$ cat src/rtl/regfile_wb_arbiter_pkg.sv
// regfile_wb_arbiter_pkg: shared FSM states and constants for the writeback arbiter
package regfile_wb_arbiter_pkg;
  typedef enum logic [1:0] {IDLE, ARB, INIT} state_t;
  localparam logic [4:0] REG_ZERO = 5'd0;
  localparam int INIT_STRIDE = 4;
endpackage

$ cat src/rtl/regfile_wb_arbiter_rr_arb2.sv
// rr_arb2: two-request round-robin arbiter; the last-grant memory moves only on an accepted tie
module rr_arb2 (
  input  logic clk,
  input  logic rst,
  input  logic req0,
  input  logic req1,
  input  logic upd,
  output logic gnt0,
  output logic gnt1
);
  logic rr_last_q, rr_last_d;
  always_comb begin
    gnt0 = req0 && (!req1 || rr_last_q);
    gnt1 = req1 && (!req0 || !rr_last_q);
    rr_last_d = upd ? gnt1 : rr_last_q;
  end
  always_ff @(posedge clk or posedge rst)
    if (rst) rr_last_q <= 1'b1;
    else rr_last_q <= rr_last_d;
endmodule

$ cat src/rtl/regfile_wb_arbiter.sv
// regfile_wb_arbiter: shares the regfile write port between two requesters plus an init walk; REGFILE_WB_ARB_FWD_EN adds fwd_addr/fwd_hit/fwd_data
module regfile_wb_arbiter
  import regfile_wb_arbiter_pkg::*;
#(
  parameter int DATA_W = 32,
  parameter int ADDR_W = 5,
  parameter int NREGS  = 32
) (
  input  logic              clkin,
  input  logic              reset,
  input  logic              req0_valid,
  input  logic [ADDR_W-1:0] req0_addr,
  input  logic [DATA_W-1:0] req0_data,
  output logic              req0_ready,
  input  logic              req1_valid,
  input  logic [ADDR_W-1:0] req1_addr,
  input  logic [DATA_W-1:0] req1_data,
  output logic              req1_ready,
  input  logic              init_start,
  output logic              init_busy,
  output logic              regWriteEn,
  output logic [ADDR_W-1:0] regWriteAddr,
`ifdef REGFILE_WB_ARB_FWD_EN
  output logic [DATA_W-1:0] regWriteData,
  input  logic [ADDR_W-1:0] fwd_addr,
  output logic              fwd_hit,
  output logic [DATA_W-1:0] fwd_data
`else
  output logic [DATA_W-1:0] regWriteData
`endif
);
  localparam logic [ADDR_W-1:0] LAST = ADDR_W'(NREGS - 1);
  state_t state_q, state_d;
  logic [ADDR_W-1:0] cnt_q, cnt_d, waddr_q, waddr_d, sel_addr;
  logic [DATA_W-1:0] wdata_q, wdata_d, sel_data;
  logic we_q, we_d, gnt0, gnt1, en, acc0, acc1, acc, upd;
  rr_arb2 u_arb (
    .clk (clkin),
    .rst (reset),
    .req0(req0_valid),
    .req1(req1_valid),
    .upd (upd),
    .gnt0(gnt0),
    .gnt1(gnt1)
  );
  always_comb begin
    en = (state_q != INIT) && !init_start;
    req0_ready = en && gnt0;
    req1_ready = en && gnt1;
    acc0 = req0_valid && req0_ready;
    acc1 = req1_valid && req1_ready;
    acc = acc0 || acc1;
    upd = acc && req0_valid && req1_valid;
    sel_addr = acc1 ? req1_addr : req0_addr;
    sel_data = acc1 ? req1_data : req0_data;
    state_d = state_q;
    cnt_d = cnt_q;
    we_d = 1'b0;
    waddr_d = waddr_q;
    wdata_d = wdata_q;
    if (state_q == INIT) begin
      if (we_q && waddr_q == LAST) begin
        state_d = IDLE;
        cnt_d = '0;
      end else begin
        we_d = 1'b1;
        waddr_d = cnt_q;
        wdata_d = DATA_W'(cnt_q) * DATA_W'(INIT_STRIDE);
        cnt_d = (cnt_q == LAST) ? cnt_q : cnt_q + ADDR_W'(1);
      end
    end else if (init_start) begin
      state_d = INIT;
      we_d = 1'b1;
      waddr_d = '0;
      wdata_d = '0;
      cnt_d = ADDR_W'(1);
    end else begin
      state_d = (req0_valid || req1_valid) ? ARB : IDLE;
      we_d = acc && (sel_addr != ADDR_W'(REG_ZERO));
      waddr_d = acc ? sel_addr : waddr_q;
      wdata_d = acc ? sel_data : wdata_q;
    end
  end
  always_ff @(posedge clkin or posedge reset)
    if (reset) begin
      state_q <= IDLE;
      cnt_q <= '0;
      we_q <= 1'b0;
      waddr_q <= '0;
      wdata_q <= '0;
    end else begin
      state_q <= state_d;
      cnt_q <= cnt_d;
      we_q <= we_d;
      waddr_q <= waddr_d;
      wdata_q <= wdata_d;
    end
  assign init_busy = (state_q == INIT);
  assign regWriteEn = we_q;
  assign regWriteAddr = waddr_q;
  assign regWriteData = wdata_q;
`ifdef REGFILE_WB_ARB_FWD_EN
  assign fwd_hit = we_q && (waddr_q == fwd_addr) && (fwd_addr != '0);
  assign fwd_data = fwd_hit ? wdata_q : '0;
`endif
endmodule

$ cat config.mk
export PLATFORM = sky130hd
export DESIGN_NAME = regfile_wb_arbiter
export DESIGN_NICKNAME = d
export VERILOG_FILES = /design/src/rtl/regfile_wb_arbiter_pkg.sv /design/src/rtl/regfile_wb_arbiter_rr_arb2.sv /design/src/rtl/regfile_wb_arbiter.sv
export SDC_FILE = /design/constraint.sdc
export NUM_CORES = 1
export LEC_CHECK = 0
export ABC_AREA = 1
export BUFFER_PORTS_ARGS = -buffer_cell sky130_fd_sc_hd__buf_2
export CAP_MARGIN = 30
export CORE_MARGIN = 2
export CORE_UTILIZATION = 41
export DETAILED_ROUTE_END_ITERATION = 8
export GPL_ROUTABILITY_DRIVEN = 1
export HOLD_SLACK_MARGIN = 0.06
export MAX_ROUTING_LAYER = met4
export PLACE_DENSITY = 0.83
export SETUP_SLACK_MARGIN = 0.05
export SYNTH_ARGS = -nofsm -noshare
export SYNTH_HDL_FRONTEND = slang
export SYNTH_SLANG_ARGS = --single-unit
$ cat constraint.sdc
create_clock -name clkin -period 1.4 [get_ports clkin]
set_clock_uncertainty 0.15 [all_clocks]
set_input_delay 0.14 -clock clkin [delete_from_list [all_inputs] [get_ports clkin]]
set_output_delay 0.14 -clock clkin [all_outputs]
set_load 0.02 [all_outputs]
# --- Word-level counts from Yosys, hierarchy flattened ---
# Cells that the tools add are included.
totals:
  regBits: 46
  in_bits: 79
  output_inout_bits: 41
  elab_cells: 59
classes:
  add_sub_neg: 1
  n_eq_ne: 7
  muxes: 21
  n_reduce_logical: 24
ops:
  columns: ["op", "count"]
  rows:
  - ["$mux 32", 5]
  - ["$mux 5", 9]
  - ["$logic_and 1x1->1", 11]
  - ["$eq 5x5->1 const B", 2]
  - ["$mux 2", 3]
  - ["$add 5x1->5 const B", 1]
  - ["$reduce_bool 5->1", 1]
  - ["$logic_not 1->1", 4]
  - ["$logic_or 1x1->1", 4]
  - ["$mux 1", 4]
  - ["$ne 2x2->1 const B", 2]
  - ["$reduce_and 2->1", 2]
  - ["$ne 3x3->1 const B", 1]
  - ["$reduce_bool 3->1", 1]
  - ["$eq 2x2->1 const B", 1]
  - ["$ne 2x1->1 const B", 1]
  - ["$reduce_bool 2->1", 1]

# --- Logic depth before layout (Yosys ltp) ---
# Gate-level depths: netlist of the first run.
depth:
  word_depth: 10
  depth_mapped: 11
  mapped_depth_nobuf: 10

# --- Hierarchy ---
# From an unflattened synthesis of the first run, not the netlist that was laid out.
hier_totals:
  hier_cells: 353
  hier_area_um2: 2523.7
modules_own_cells:
  columns: ["mod", "n_inst", "cells_each", "area_each_um2", "seq_area_each_um2"]
  rows:
  - ["regfile_wb_arbiter", 1, 343, 2456.1, 1126.1]
  - ["rr_arb2", 1, 10, 67.6, 26.3]

# --- Worst setup path after synthesis of the first run ---
# No wires, ideal clock.
synth_timing:
  path_type: "reg2reg"
  startpoint: "register state_q[1]"
  endpoint: "register wdata_q[4] (netlist: regWriteData[4])"
  setup_ns: 0.126
  arrival_ns: 1.282
  required_time_ns: 1.124
  slack_ns: -0.157
  path_stages_with_launch: 9
  path_buffers: 1
  period_less_slack_ns: 1.557
  path_cell_list: "dfrtp_1 inv_1 nor2_4 nand3_1 o21ai_4 inv_2 buf_6 nor2_1 a21oi_2"
synth_between:
  word_cells_on_any_way: 15
  cone_classes: "3 x eq/ne; 4 x mux; 8 x reduce/logical"
synth_lines:
  columns: ["item", "line", "text"]
  rows:
  - ["start: declaration", "regfile_wb_arbiter.sv:33", "state_t state_q, state_d;"]
  - ["start signal: assignment", "regfile_wb_arbiter.sv:92", "state_q <= state_d;"]
  - ["$eq 2x2->1 *", null, null]
  - ["named net init_busy", "regfile_wb_arbiter.sv:20", "output logic init_busy,"]
  - ["$ne 2x2->1 (no line) / $reduce_bool 3->1 (equally long branches)", null, null]
  - ["$reduce_and 2->1 (no line)", null, null]
  - ["end signal: assignment", "regfile_wb_arbiter.sv:96", "wdata_q <= wdata_d;"]
  - ["end: declaration", "regfile_wb_arbiter.sv:35", "logic [DATA_W-1:0] wdata_q, wdata_d, sel_data;"]
# Mark *: on every way through the listed nets, which the timed path passes. The rest lies on a longest branch. The select of a mux whose other input is x is not followed.
# A chain may end at the register's enable or synchronous reset.

# --- Worst setup path after layout of the first run ---
layout_timing:
  startpoint: "register state_q[0]"
  endpoint: "register waddr_q[3] (netlist: regWriteAddr[3])"
layout_between:
  elab_chain_len: 8
  word_cells_on_any_way: 15
  cone_classes: "3 x eq/ne; 4 x mux; 8 x reduce/logical"
layout_lines:
  columns: ["item", "line", "text"]
  rows:
  - ["$ne 2x2->1", "regfile_wb_arbiter.sv:47", "en = (state_q != INIT) && !init_start;"]
  - ["$logic_and 1x1->1", "regfile_wb_arbiter.sv:47", null]
  - ["$logic_and 1x1->1", "regfile_wb_arbiter.sv:49", "req1_ready = en && gnt1;"]
  - ["$logic_and 1x1->1", "regfile_wb_arbiter.sv:51", "acc1 = req1_valid && req1_ready;"]
  - ["$mux 5", "regfile_wb_arbiter.sv:54", "sel_addr = acc1 ? req1_addr : req0_addr;"]
  - ["$mux 5", "regfile_wb_arbiter.sv:80", "waddr_d = acc ? sel_addr : waddr_q;"]
  - ["$mux 5", "regfile_wb_arbiter.sv:71", "end else if (init_start) begin"]
  - ["$mux 5", "regfile_wb_arbiter.sv:61", "if (state_q == INIT) begin"]
  - ["end signal: assignment", "regfile_wb_arbiter.sv:95", "waddr_q <= waddr_d;"]
  - ["end: declaration", "regfile_wb_arbiter.sv:34", "logic [ADDR_W-1:0] cnt_q, cnt_d, waddr_q, waddr_d, sel_addr;"]
# Parallel ways exist; a longest one is shown, timed or not. The select of a mux whose other input is x is not followed.

==> out/metrics.yaml, run 1 <==
outcome:
  status: "finished with violations"
  violations: "negative setup slack"
finish:
  drive_above_1_share: 0.452
  layout_commonest_cell: "buf_2"
  insertedDiodeCount: 0
  layout_common_cells: "buf_2 (116), dlygate4sd3_1 (67), nand2_1 (55), dfrtp_1 (45), nor2_1 (37)"
  layout.nets: 591
  area.growth.synth_to_final_pct: 86.9
grt:
  use_met3: 0.0679
  use_met1: 0.349
  grt.met2_usage: 0.518
  grtUsageTotal: 0.311
  overflow: 0
  grt_pass1_wl_um: 14700
  antenna_found_initial: 0
  top_usage_layer: "met2"
  grt_pass1_vias: 3130
  grt_max_degree: 27
floorplanning:
  dieArea_um2: 6330
  die_w_um: 79.6
  die_h_um: 79.6
  initial_core_util: 0.425
  core_um2: 5510
  rows: 27
  ios: 120
pwr:
  switching_power_mw: 2.93
  switching_share: 0.432
  p_seq_frac: 0.300
  powerDensity_nw_per_um2: 1550
  total_power_mw: 6.78
  p_int_mw: 3.85
  leakage_nw: 2.16
  combPwrFrac: 0.548
  pwr-share-clk: 0.152
  vdd_drop_max_v: 0.000997
sta:
  fin_ws_ps: -326
  worst_pin_slew_ps: 333
  finalCritPeriodShare: 1.23
  fin_crit_ps: 1730
  rsz0062_at_grt: "true"
  slew_headroom: 0.776
  maxSlewViolCount: 0
  finalSetupViolations: 47
  fmax_ghz: 0.579
  hold_slack_ps: 71.8
  hold_viol_final: 0
logic_synthesis:
  ys_warn_count: 0
  synth_top_family_by_area: "simple AND/OR/NAND/NOR gates"
  synth_cells: 289
  syn-num-nets: 370
  synthSimpleGateAreaFrac: 0.242
  synth_compound_area_frac: 0.195
  synth_adder_area_share: 0.0107
  syn-cell-area_um2: 2340
  synth.avg_cell_area_um2: 8.10
  yosys-top-cells-area: "dfrtp_1 (48%), nand2_1 (11%), o21ai_0 (7.9%)"
  synth.mux.area_fraction: 0
  ys_ff_latch: 46
  yosysTopAreaCellShare: 0.481
  yosysSeqAreaShare: 0.492
  synth_largest_area_cell: "dfrtp_1"
  synth-xor-area-share: 0.00374
  synth_cell_types: 28
min_path:
  hp-start: "req1_valid"
  worstHoldPathType: "input pin to register"
drt:
  via_per_inst: 5.44
  initialDrtViolationCount: 244
  vias: 3174
  wl_um: 10600
  drc: 0
  avgRoutedWirePerCell_um: 18.2
  ant_nets: 0
  firstDrtPassIters: 5
setup_path:
  critPathLaunch: "state_q[0]"
  worstSetupEndpoint: "regWriteAddr[3]"
  worstSetupPathType: "register to register"
  worstPathRequired_ps: 1440
  critPathCaptureType: "register"
  reg2reg_slack_ps: -330
  worstPathMaxFanout: 11
  cp_cell_sequence: "buf_6 -> nor2_4 -> nand3_2 -> o21ai_4 -> buf_12 -> inv_4 -> nor2_1 -> a21oi_2"
  critical-path-top-delay-family: "simple AND/OR/NAND/NOR gates"
  startpoint_type: "register"
  worst-path-buf-inv: 3
  slowest_delay_ps: 420
  reg2regPathDepth: 8
  r2r-end: "regWriteAddr[3]"
  critPathSlowestCell: "dfrtp_1"
  path_depth: 8
  r2r_start: "state_q[0]"
  cp.arrival_ps: 1760
clock_tree:
  path_clk_slew_ps: 90
  clk_latency_ps: 300
  root_buffer: "clkbuf_8"
  cts_sinks: 46
  cts_buffers: 5
  clk_path_buf_depth: 2
  cts_tree: "done"
  h-tree-depth: 2
placed_design:
  place_congestion: 0.855
  port_buffers: 119
  hpwl_um: 5140
  pre_cts_ws_ps: -208
job:
  drv_cap: 0
-- worst min-delay path by stage --
stage	end	depth (start not counted)
floorplan	cnt_q[0]	1
global placement	cnt_q[0]	2
detailed placement	cnt_q[0]	2
CTS	regWriteAddr[1]	5
global route	u_arb.rr_last_q	4
finish	u_arb.rr_last_q	4
-- layout make-up --
| class | count | area (um^2) |
|---|---|---|
| repair buffers | 227 | 1690 |
| well taps | 72 | 90.1 |
| multi-input cells | 217 | 1270 |
| flip-flops and latches | 46 | 1150 |
| clock inverters | 3 | 47.5 |
| clock buffers | 5 | 68.8 |
| fillers | 302 | 1130 |
| inverters | 13 | 55.1 |
-- cells by family (layout without fill, tap and decap cells) --
family,after synthesis,count (layout)
compound gates,81,81
simple gates,133,133
xor+xnor,1,1
buf+inv,26,248
flops,46,46
fa+ha+maj,2,2
-- worst register-to-register path: cells and delay by family (launching register included) --
family	cells	cell delay, ps
AND/OR/NAND/NOR	3	510
AO/OA/AOI/OAI	2	180
flip-flops	1	420
buffers and inverters	3	340
-- state kept, by name (all words and copies together) (netlist names) --
register	flops
regWriteData	32
cnt_q	5
regWriteAddr	5
state_q	2
regWriteEn	1
u_arb.rr_last_q	1
-- Yosys cell counts, drive strengths merged --
library cell and number:
nand2 71, o21ai 57, nor2 53, dfrtp 45, a21oi 15, inv 13
buf 9, nand3 7, a22oi 5, clkbuf 4, ha 2, o31ai 2
or2 2, dfstp 1, o211ai 1, o21bai 1, xor2 1
-- power groups by stage --
stage / Combinational, mW / Sequential (mW) / Clock, mW
2_1_floorplan: 1.25 / 2.41 / 0
3_3_place_gp: 2.72 / 1.99 / 0
3_5_place_dp: 2.80 / 2.00 / 0
4_1_cts: 3.16 / 1.99 / 1.04
5_1_grt: 3.96 / 2.06 / 1.09
6_report: 3.71 / 2.03 / 1.03
-- metrics by stage --
step                      std cells  area, um^2  utilization  setup TNS [ps]
after floorplan                 289        2390            -           -2960
after global placement          496        3220        0.585           -4580
after detailed placement        496        3220        0.585           -6270
after CTS                       578        4150        0.754           -6680
after global routing            583        4370        0.794          -12710
final                           583        4370        0.794          -10090
-- repair_timing --
action                     CTS  global route
resized for setup           30            47
hold buffers                67             0
pin swaps                   14            19
setup buffers                7             7
hold endpoints to repair    81             0
cloned                       0             0
setup endpoints to repair   47            48
-- layer usage --
metal  wire (um)  vias up  part of all wire
met1        3850     1471              0.36
li1            -     1390                 -
met4         673        0             0.063
met2        5120      245              0.48
met3         966       68             0.091
met5           0        -                 0
(Power assumes the default switching activity.)
==> run 2: changes to the inputs <==
- GPL_TIMING_DRIVEN: unset -> 0
- PLACE_DENSITY: 0.83 -> 0.76
==> run 2 against run 1 <==
Effect of this change:
- the run still ends with negative setup slack left
- critical path depth unchanged
- sequential power is 6% higher
- register-to-register slack got worse by 40 ps
- sequential share of layout area down 2.4 points
- utilization rose by 8.1 points
- critical endpoint is now regWriteData[31]
==> out/metrics.yaml, run 2 (synthesis gave the netlist of run 1 again) <==
outcome:
  status: "finished with violations"
  violations: "negative setup slack"
sta:
  finalCritPeriodShare: 1.26
  maxSlewViolCount: 0
  hold_viol_final: 0
  fin_ws_ps: -366
  final.setup.tns_ps: -12840
  slew_headroom: 0.732
  worst_pin_slew_ps: 402
  rsz0062_at_grt: "true"
  fmax_ghz: 0.566
  hold_slack_ps: 74.8
  fin_crit_ps: 1770
  finalSetupViolations: 47
drt:
  drc: 0
  wl_um: 12400
  avgRoutedWirePerCell_um: 20.7
  ant_nets: 0
  firstDrtPassIters: 5
  vias: 3439
  initialDrtViolationCount: 279
  via_per_inst: 5.73
clock_tree:
  h-tree-depth: 2
  root_buffer: "clkbuf_8"
  clk_latency_ps: 310
  clk_path_buf_depth: 2
  cts_tree: "done"
  path_clk_slew_ps: 90
  cts_sinks: 46
  cts_buffers: 5
setup_path:
  critical-path-top-delay-family: "flip-flops"
  worstPathRequired_ps: 1430
  worstPathMaxFanout: 7
  cp_cell_sequence: "nand2_2 -> nand2_4 -> inv_4 -> buf_8 -> buf_4 -> buf_6 -> nor2_1 -> o21ai_1"
  critPathCaptureType: "register"
  cp.arrival_ps: 1800
  critPathSlowestCell: "dfstp_2"
  worstSetupPathType: "register to register"
  path_depth: 8
  reg2reg_slack_ps: -370
  slowest_delay_ps: 560
  startpoint_type: "register"
  worst-path-buf-inv: 4
  reg2regPathDepth: 8
min_path:
  min_path_cells: 4
  worstHoldPathType: "input pin to register"
pwr:
  vdd_drop_max_v: 0.000960
  pwr-share-clk: 0.162
  switching_power_mw: 3.31
  powerDensity_nw_per_um2: 1580
  combPwrFrac: 0.556
  switching_share: 0.433
  leakage_nw: 2.39
  p_int_mw: 4.33
  p_seq_frac: 0.282
grt:
  overflow: 0
  grt_pass1_vias: 3013
  grt_max_degree: 32
  antenna_found_initial: 0
  grtUsageTotal: 0.301
  grt_pass1_wl_um: 14200
finish:
  final_util: 0.876
  layout.nets: 608
  drive_above_1_share: 0.538
  layout_commonest_cell: "buf_2"
  layout_common_cells: "buf_2 (116), dlygate4sd3_1 (71), dfrtp_1 (45), nand2_1 (37), nor2_1 (25)"
  final_area_um2: 4820
  largest_reg_flops: 32
  area.growth.synth_to_final_pct: 106
  insertedDiodeCount: 0
floorplanning:
  dieArea_um2: 6330
  die_w_um: 79.6
  ios: 120
  rows: 27
  die_h_um: 79.6
  initial_core_util: 0.425
  core_um2: 5510
placed_design:
  hpwl_um: 5040
  place_congestion: 0.935
  dpl_cell_area_um2: 3100
  port_buffers: 119
job:
  drv_cap: 0
## run 2: cell types whose count changed in the layout (fill, tap and decap cells not counted), moves of 4 or more
| cell | delta |
|---|---|
| nand2_1 | -18 |
| o21ai_2 | +9 |
| dlygate4sd3_1 | +4 |
| buf_6 | +13 |
| nor2_4 | +5 |
| nor2_1 | -12 |
| o21ai_1 | -7 |
| nand2_2 | +13 |
| nor2_2 | +7 |
| clkbuf_8 | +4 |
| buf_4 | -7 |
| nand2_4 | +4 |
## run 2: final timing paths
check                                         to              from
worst max-delay path            regWriteData[31]   u_arb.rr_last_q
worst min-delay path             regWriteAddr[4]        init_start
max in group asynchronous        u_arb.rr_last_q             reset
worst max register to register  regWriteData[31]   u_arb.rr_last_q
min in group asynchronous       regWriteData[13]             reset
worst min register to register  regWriteData[10]  regWriteData[10]
## run 2: what timing repair did
item / CTS / global route
pin swaps: 6 / 15
setup buffers: 11 / 23
gates cloned: 4 / 3
endpoints found under the hold margin: 82 / 0
endpoints found under the setup margin: 47 / 48
gates resized for setup: 44 / 111
hold buffers: 71 / 0
## run 2: layout make-up
type	instances	area [um^2]
fillers	230	684
clock inverters	2	60.1
repair buffers	230	1740
plain buffers	13	174
flip-flops and latches	46	1150
multi-input cells	218	1460
well taps	72	90.1
inverters	13	60.1
clock buffers	6	82.6
## run 2: power by group through the flow
stage          combinational, mW  clock, mW  sequential (mW)
2_1_floorplan               1.25          0             2.41
3_3_place_gp                2.40          0             2.02
3_5_place_dp                2.47          0             2.03
4_1_cts                     3.05       1.23             2.01
5_1_grt                     4.42       1.29             2.19
6_report                    4.25       1.24             2.16
## run 2: metrics by stage
stage | std cells | setup slack, ps | total power, mW
after floorplan | 289 | -123 | 3.66
after global placement | 480 | -400 | 4.42
after detailed placement | 481 | -432 | 4.49
after CTS | 575 | -261 | 6.30
after global routing | 600 | -456 | 7.90
final | 600 | -366 | 7.64
## run 2: metal layers
layer	GRT usage	wire, um	share of wire
met3	0.0532	1050	0.084
met5	-	0	0
met4	0.107	606	0.049
met2	0.525	6430	0.52
met1	0.349	4310	0.35
## run 2: tightest hold or removal path, delay by kind of cell
kind,cells,cell delay [ps]
compound gates,1,50
simple gates,2,160
buf+inv,1,140
==> run 3: changes to the inputs <==
- CTS_CLUSTER_SIZE: unset -> 25
- GPL_TIMING_DRIVEN: 0 -> unset
- HOLD_SLACK_MARGIN: 0.06 -> 0.15
==> run 3 against run 2 <==
Effect of this change:
- sequential share of layout area grew 0.081 points
- sequential cell count unchanged
- routed wire length down 3.3%
- the flow still finishes with violations (negative setup slack)
- global-route usage rose by 3.9 points
- power decreased by 0.69%
- die area unchanged
- worst hold slack improved by 100 ps
- utilization shrank 0.30 points
- worst setup slack gained 13 ps
- via count fell by 2.5%
- count of clock-buffer cells in the layout decreased by 1
- largest power group unchanged
==> out/metrics.yaml, run 3 (synthesis gave the netlist of run 1 again) <==
setup_path:
  cp.arrival_ps: 1800
  critPathCaptureType: "register"
  cp_cell_sequence: "inv_2 -> nor2_4 -> buf_6 -> nor2_4 -> nand2_4 -> nand2_1 -> nand2_2 -> nor2_2 -> nand3_1 -> nand2_1 -> inv_1"
  worstPathMaxFanout: 4
  slowest_delay_ps: 440
  critPathSlowestCell: "dfrtp_1"
  worstSetupPathType: "register to register"
  startpoint_type: "register"
  reg2reg_slack_ps: -350
  worstPathRequired_ps: 1450
grt:
  grt_pass1_vias: 3428
  overflow: 0
  antenna_found_initial: 0
  grt_max_degree: 27
  grt_pass1_wl_um: 16200
  grtUsageTotal: 0.341
sta:
  maxSlewViolCount: 0
  finalSetupViolations: 47
  rsz0062_at_grt: "true"
  slew_headroom: 0.691
  fin_ws_ps: -353
  finalCritPeriodShare: 1.25
  fin_crit_ps: 1750
  worst_pin_slew_ps: 463
  hold_viol_final: 0
  fmax_ghz: 0.571
  final.setup.tns_ps: -11730
pwr:
  vdd_drop_max_v: 0.000991
  powerDensity_nw_per_um2: 1580
  leakage_nw: 2.40
placed_design:
  port_buffers: 119
  hpwl_um: 5110
  place_congestion: 0.873
  placed_cells: 505
  dpl_cell_area_um2: 3270
clock_tree:
  cts_sinks: 46
  path_clk_slew_ps: 100
  clk_path_buf_depth: 2
  root_buffer: "clkbuf_8"
  clk_latency_ps: 310
  cts_tree: "done"
  h-tree-depth: 2
  cts_buffers: 5
floorplanning:
  rows: 27
  initial_core_util: 0.425
  ios: 120
  die_h_um: 79.6
  core_um2: 5510
  die_w_um: 79.6
  dieArea_um2: 6330
drt:
  initialDrtViolationCount: 259
  ant_nets: 0
  via_per_inst: 5.53
  wl_um: 12000
  drc: 0
  firstDrtPassIters: 5
  avgRoutedWirePerCell_um: 19.7
  vias: 3354
finish:
  area.growth.synth_to_final_pct: 105
  fin_cells: 607
  fillerInstances: 232
  layout_commonest_cell: "buf_2"
  final_area_um2: 4810
  layout.nets: 615
  layout_common_cells: "buf_2 (116), dlygate4sd3_1 (76), dfrtp_1 (45), nor2_1 (35), nand2_1 (35)"
  largest_reg_flops: 32
  insertedDiodeCount: 0
  drive_above_1_share: 0.535
min_path:
  worstHoldPathType: "input pin to register"
job:
  drv_cap: 0
outcome:
  status: "finished with violations"
  violations: "negative setup slack"
run 3: worst paths after layout:
| path | start | endpoint | cells after the start |
|---|---|---|---|
| setup / recovery | state_q[1] | regWriteEn | 11 |
| hold / removal | init_start | state_q[1] | 4 |
| setup reg to reg | state_q[1] | regWriteEn | 11 |
| hold reg to reg | regWriteData[28] | regWriteData[28] | 2 |
| max in group asynchronous | reset | regWriteData[27] | 4 |
| min in group asynchronous | reset | regWriteAddr[0] | 3 |
run 3: worst max-delay path: cells and delay by family, from the launching register on:
kind / cells / cell delay, ps
flops: 1 / 440
simple gates: 8 / 780
buf+inv: 3 / 260
run 3: timing repair:
| item | in CTS | in global routing |
|---|---|---|
| resized for setup | 68 | 72 |
| endpoints found under the setup margin | 47 | 48 |
| hold buffers | 76 | 0 |
| hold endpoints to repair | 85 | 0 |
| buffers inserted | 12 | 7 |
| cloned | 2 | 0 |
| pin swaps | 13 | 22 |
run 3: layout make-up:
cell class	count	area (um^2)	share of cell area
well taps	72	90.1	0.0187
repair buffers	251	1950	0.405
clock buffers	5	68.8	0.0143
inverters	13	62.6	0.0130
multi-input cells	217	1440	0.299
clock inverters	3	47.5	0.00989
flip-flops and latches	46	1150	0.240
run 3: metal layers:
layer / vias up / global-route usage / share of wire
li1: 1441 / - / -
met1: 1554 / 0.392 / 0.36
met2: 269 / 0.566 / 0.48
met3: 90 / 0.0588 / 0.085
met4: 0 / 0.186 / 0.069
met5: - / - / 0
run 3: metrics by stage:
| step | setup slack [ps] | hold slack [ps] | utilization | power [mW] |
|---|---|---|---|---|
| 2_1_floorplan | -123 | 6.57 | - | 3.66 |
| 3_3_place_gp | -123 | 32.5 | 0.595 | 4.75 |
| 3_5_place_dp | -203 | 28.6 | 0.595 | 4.82 |
| 4_1_cts | -261 | 157 | 0.829 | 6.80 |
| 5_1_grt | -413 | 172 | 0.873 | 7.88 |
| 6_report | -353 | 175 | 0.873 | 7.59 |
run 3: power breakdown:
part / internal (mW) / leakage (nW) / switching, mW
registers: 1.74 / 0.600 / 0.318
clock network: 0.545 / 0.0591 / 0.504
logic: 1.94 / 1.74 / 2.54
total: 4.23 / 2.40 / 3.36
